**src/rtl/mem_port_arbiter.sv**
```systemverilog
// ---------------------------------------------------------------------------
// mem_port_arbiter
// Shares one single-port memory between a core's instruction-fetch port and
// its load/store port. Only one transaction can be outstanding at a time.
// When both ports request together, the port that did not finish the
// previous transaction is served. A response that never arrives is
// force-completed after TIMEOUT_CYCLES response cycles with a poison word.
//
// Parameters
//   TIMEOUT_CYCLES  response cycles without mem_rvalid_i before forced
//                   completion (2..255)
//
// Ports
//   clk_i, rst_ni           clock, synchronous active-low reset
//   instr_req_i/addr_i      fetch request and address
//   instr_gnt_o             fetch accepted (follows mem_gnt_i)
//   instr_rvalid_o/rdata_o  fetch response pulse and data
//   data_req_i/we_i/be_i/addr_i/wdata_i   load/store request and fields
//   data_gnt_o              load/store accepted (follows mem_gnt_i)
//   data_rvalid_o/rdata_o   load/store response pulse and data
//   mem_req_o/we_o/be_o/addr_o/wdata_o    request to memory
//   mem_gnt_i, mem_rvalid_i, mem_rdata_i  memory handshake and read data
//   timeout_o               pulse on forced completion
// ---------------------------------------------------------------------------
module mem_port_arbiter #(
  parameter int unsigned TIMEOUT_CYCLES = 64
) (
  input  logic        clk_i,
  input  logic        rst_ni,
  // instruction fetch port
  input  logic        instr_req_i,
  input  logic [31:0] instr_addr_i,
  output logic        instr_gnt_o,
  output logic        instr_rvalid_o,
  output logic [31:0] instr_rdata_o,
  // load/store port
  input  logic        data_req_i,
  input  logic        data_we_i,
  input  logic [3:0]  data_be_i,
  input  logic [31:0] data_addr_i,
  input  logic [31:0] data_wdata_i,
  output logic        data_gnt_o,
  output logic        data_rvalid_o,
  output logic [31:0] data_rdata_o,
  // shared memory port
  output logic        mem_req_o,
  output logic        mem_we_o,
  output logic [3:0]  mem_be_o,
  output logic [31:0] mem_addr_o,
  output logic [31:0] mem_wdata_o,
  input  logic        mem_gnt_i,
  input  logic        mem_rvalid_i,
  input  logic [31:0] mem_rdata_i,
  // status
  output logic        timeout_o
);

  localparam int unsigned AW  = 32;
  localparam int unsigned DW  = 32;
  localparam int unsigned BEW = 4;
  localparam int unsigned CW  = 8;

  localparam logic [CW-1:0]  CNT_LAST     = CW'(TIMEOUT_CYCLES - 1);
  localparam logic [DW-1:0]  POISON_DATA  = 32'hDEADBEEF;
  localparam logic [BEW-1:0] INSTR_BE     = 4'hF;

  typedef enum logic [1:0] {
    ST_IDLE = 2'd0,
    ST_ADDR = 2'd1,
    ST_RESP = 2'd2
  } state_e;

  typedef enum logic {
    OWN_INSTR = 1'b0,
    OWN_DATA  = 1'b1
  } owner_e;

  state_e         state_q, state_d;
  owner_e         owner_q, owner_d;
  owner_e         last_owner_q, last_owner_d;
  logic [CW-1:0]  cnt_q, cnt_d;

  logic           owner_req;
  logic           in_addr;
  logic           in_resp;
  logic           resp_ok;
  logic           resp_to;
  logic           resp_done;
  logic           granted;
  logic           live;
  logic [DW-1:0]  resp_data;

  // Request line of whichever port currently owns the memory.
  assign owner_req = (owner_q == OWN_DATA) ? data_req_i : instr_req_i;

  assign in_addr   = (state_q == ST_ADDR);
  assign in_resp   = (state_q == ST_RESP);
  assign granted   = in_addr && owner_req && mem_gnt_i;

  // A real response on the last allowed cycle wins over the timeout.
  assign resp_ok   = in_resp && mem_rvalid_i;
  assign resp_to   = in_resp && !mem_rvalid_i && (cnt_q == CNT_LAST);
  assign resp_done = resp_ok || resp_to;
  assign resp_data = resp_to ? POISON_DATA : mem_rdata_i;

  // Outputs are blanked while reset is asserted so an in-flight transaction
  // can never be granted or answered during the reset cycle.
  assign live = rst_ni;

  // Next-state logic.
  always_comb begin
    state_d      = state_q;
    owner_d      = owner_q;
    last_owner_d = last_owner_q;
    cnt_d        = '0;
    unique case (state_q)
      ST_IDLE: begin
        if (instr_req_i || data_req_i) begin
          state_d = ST_ADDR;
          if (instr_req_i && data_req_i) begin
            owner_d = (last_owner_q == OWN_INSTR) ? OWN_DATA : OWN_INSTR;
          end else begin
            owner_d = data_req_i ? OWN_DATA : OWN_INSTR;
          end
        end
      end
      ST_ADDR: begin
        if (!owner_req) begin
          state_d = ST_IDLE;
        end else if (mem_gnt_i) begin
          state_d = ST_RESP;
        end
      end
      ST_RESP: begin
        if (resp_done) begin
          state_d      = ST_IDLE;
          last_owner_d = owner_q;
        end else begin
          cnt_d = cnt_q + CW'(1);
        end
      end
      default: begin
        state_d = ST_IDLE;
      end
    endcase
  end

  // State registers.
  always_ff @(posedge clk_i) begin
    if (!rst_ni) begin
      state_q      <= ST_IDLE;
      owner_q      <= OWN_INSTR;
      last_owner_q <= OWN_DATA;
      cnt_q        <= '0;
    end else begin
      state_q      <= state_d;
      owner_q      <= owner_d;
      last_owner_q <= last_owner_d;
      cnt_q        <= cnt_d;
    end
  end

  // Memory request fields come from the owner only during the address phase.
  always_comb begin
    mem_req_o   = 1'b0;
    mem_we_o    = 1'b0;
    mem_be_o    = '0;
    mem_addr_o  = '0;
    mem_wdata_o = '0;
    if (live && in_addr) begin
      mem_req_o = owner_req;
      if (owner_q == OWN_DATA) begin
        mem_we_o    = data_we_i;
        mem_be_o    = data_be_i;
        mem_addr_o  = data_addr_i;
        mem_wdata_o = data_wdata_i;
      end else begin
        mem_we_o    = 1'b0;
        mem_be_o    = INSTR_BE;
        mem_addr_o  = instr_addr_i;
        mem_wdata_o = '0;
      end
    end
  end

  // Grant and response steering back to the owning port.
  always_comb begin
    instr_gnt_o    = 1'b0;
    data_gnt_o     = 1'b0;
    instr_rvalid_o = 1'b0;
    data_rvalid_o  = 1'b0;
    instr_rdata_o  = '0;
    data_rdata_o   = '0;
    timeout_o      = 1'b0;
    if (live) begin
      if (owner_q == OWN_DATA) begin
        data_gnt_o    = granted;
        data_rvalid_o = resp_done;
        data_rdata_o  = resp_done ? resp_data : '0;
      end else begin
        instr_gnt_o    = granted;
        instr_rvalid_o = resp_done;
        instr_rdata_o  = resp_done ? resp_data : '0;
      end
      timeout_o = resp_to;
    end
  end

endmodule

```
**config.mk**
```make
export PLATFORM = sky130hd
export DESIGN_NAME = mem_port_arbiter
export DESIGN_NICKNAME = d
export VERILOG_FILES = /design/src/rtl/mem_port_arbiter.sv
export SDC_FILE = /design/constraint.sdc
export NUM_CORES = 1
export LEC_CHECK = 0
export CAP_MARGIN = 20
export CORE_AREA = 3 3 107 109
export CTS_BUF_LIST = sky130_fd_sc_hd__clkbuf_16
export CTS_CLUSTER_DIAMETER = 100
export DETAILED_ROUTE_END_ITERATION = 7
export DIE_AREA = 0 0 110 112
export PLACE_DENSITY = 0.67
export SLEW_MARGIN = 5
export SYNTH_ARGS = -nofsm -noshare
export SYNTH_HDL_FRONTEND = slang
export SYNTH_SLANG_ARGS = --single-unit
```
**constraint.sdc**
```tcl
create_clock -name clk_i -period 2 [get_ports clk_i]
set_clock_uncertainty 0.1 [all_clocks]
set_input_delay 0.3 -clock clk_i [delete_from_list [all_inputs] [get_ports clk_i]]
set_output_delay 0.3 -clock clk_i [all_outputs]
set_load 0.01 [all_outputs]
```
==> metrics.txt <==
most frequent cells in the layout clkdlybuf4s50_1 (136), dlygate4sd2_1 (67), buf_2 (64), and2_1 (48), nor2_1 (43); crit path kind flip-flop to primary output; Period Utilization, post-route 1.13; largest net degree at the start of global routing 37; Num Clock Sinks 12; Yosys Warn Count 0; Setup WS post-layout -0.259 ns; Total GRT Usage 0.185; Die ar. 0.0123 mm²; asr flop ratio synth 0; core area 0.0107 mm²; Tmin final 2.26 ns; worst skew pair latency 0.24 ns; DP HPWL 9.29 mm; Worst setup SP type flip-flop; switching share of total power 0.284; Inserted Clock Buffers 3; initial antenna violation count 0; synthesized flop and latch total 12; nets 754; Final setup violation count 51; CTS tree done; Netlist cell types 34; Clock Root Buffer clkbuf_16; Leak Pwr 2.71 nW; # IOs 278; Mapped Cells 299; violated checks setup timing; R2R depth 5; GR Overflow Total 0; CP Capture Type primary output; Syn Nets 439; TritonRoute pass-1 iters 4; vias 3497; area grow syn2layout 204%; clock network power share 0.268; DR WL/cell 17.3 µm; Synth top area share 0.163; clock-pin slew of the registers on the worst-case setup and hold paths 0.04 ns; RSZ-0062 raised after global routing true; Hold Path Depth 2; routability congestion estimate 0.829; Final Hold Fails 0; CTS H-Tree Depth 1; DRC errors left 0; drt via density 4.64; Die H 112 µm; most common cell after layout, fill and taps aside clkdlybuf4s50_1; Worst Path Arrival 1.86 ns; Die Wd 110 µm; fin. max-slew vios 0; Post-synth EDFFs 0; starting DRC count in detailed routing 191; Buffers on Ports 277; combinational power share 0.544; register-to-register setup slack 0.29 ns; WL final 13.1 mm; Internal 0.958 mW; MaxCap Viol Count 0; cell area power density 224 mW/mm²; Final Power 1.34 mW; top cells by area, synth mux2i_1 (16%), and2_1 (16%), dfxtp_1 (12%), nor3_1 (12%), nor2_1 (8.4%); Slew @ Worst Pin 0.366 ns; Ant. Diodes 0; Critical Path RT 1.60 ns; syn avg cell area 6.57 µm²; mapped cell area 0.00196 mm²; HP Class flip-flop to flip-flop; Max Fanout on Critical Path 5; maximum clock frequency 443 MHz; first-pass GRT wire length 18.1 mm; cell taking the most area after synthesis mux2i_1; row cnt 38; fin util 0.558; maximum VDD drop 0.000244 V; outcome complete, but fails checks; number of global-route vias before repair 3399; sequential power share 0.187; hold buffers post-CTS 0; layout cell share with drive strength beyond 1 0.362; deepest clock path buffer count 2; Sum Neg Setup Slack -6.15 ns; Slew HR 0.755; sequential element share of the synthesized area 0.122; Synth Flop Type dfxtp_1; Switch Pwr 0.380 mW; Initial Util 0.184; ANT nets after route 0
-- critical path, cell delays in order (launching register included) --
cell and delay [ns]:
dfxtp_2 0.34, ha_4 0.13, nor3b_4 0.17, buf_6 0.15, buf_6 0.11, buf_8 0.13
a31oi_2 0.14, nor3_1 0.26, buf_2 0.18
-- state kept, by name (all words and copies together), names as in the netlist --
name,count
cnt_q,8
last_owner_q,1
owner_q,1
state_q,2
-- timing repair --
action,4_1_cts,5_1_grt
endpoints found under the setup margin,139,83
endpoints found under the hold margin,0,0
cloned,7,4
buffers inserted,14,2
resized for setup,461,50
pin swaps,23,16
-- power by group through the flow --
stage	Clock [mW]	Sequential [mW]	Combinational [mW]
floorplan	0	0.253	0.192
global placement	0	0.254	0.606
detailed placement	0	0.254	0.613
CTS	0.372	0.250	0.687
global route	0.381	0.251	0.774
finish	0.359	0.251	0.728
-- cells by family (layout without fill, tap and decap cells) --
| kind of cell | Yosys count | count (layout) | synth area share |
|---|---|---|---|
| mux | 33 | 33 | 0.169 |
| compound gates | 44 | 44 | 0.141 |
| buf+inv | 35 | 349 | 0.0809 |
| simple gates | 171 | 171 | 0.467 |
| xor+xnor | 3 | 3 | 0.0134 |
| fa+ha+maj | 1 | 1 | 0.00637 |
| flops | 12 | 12 | 0.122 |
-- synth_stat cells, drive strengths merged, types with 2 or more instances --
cell	n
xor2	2
and3	4
nand3	6
nand2b	2
buf	20
o21ai	5
clkbuf	9
nor3b	2
a21boi	2
dfxtp	12
mux2i	32
or3	3
a31oi	24
inv	6
nand2	4
and2	50
a21oi	9
nor3	48
nand3b	3
nor2	44
-- cell type report --
class,instances,area [µm²]
tap,140,175
clock buffer,3,75.1
clock inverter,1,3.75
inverter,6,22.5
sequential,12,249
fill,917,4730
multi-input combinational,252,2270
timing repair buffer,339,3170
-- through the flow --
| stage | cell area (µm²) | instances | setup WS, ns | hold slack, ns |
|---|---|---|---|---|
| finish | 5960 | 753 | -0.259 | 0.448 |
| global route | 5960 | 753 | -0.300 | 0.458 |
| CTS | 5640 | 748 | -0.209 | 0.442 |
| floorplan | 1960 | 299 | 0.0309 | 0.342 |
| global placement | 5150 | 724 | -0.579 | 0.422 |
| detailed placement | 5150 | 724 | -0.597 | 0.432 |
-- routing by layer --
metal	vias up	share of wire	GRT usage
li1	1689	-	-
met1	1611	0.38	0.208
met2	185	0.52	0.346
met3	12	0.088	0.0412
met4	0	0.013	0.0416
met5	-	0	0
-- path summary, 6_finish.rpt --
kind	startpoint	to
setup reg to reg	cnt_q[0]	cnt_q[1]
hold reg to reg	cnt_q[0]	cnt_q[0]
hold / removal	cnt_q[0]	cnt_q[0]
setup / recovery	cnt_q[0]	data_rdata_o[30]
Note: power is estimated with default switching activity, not from simulation.
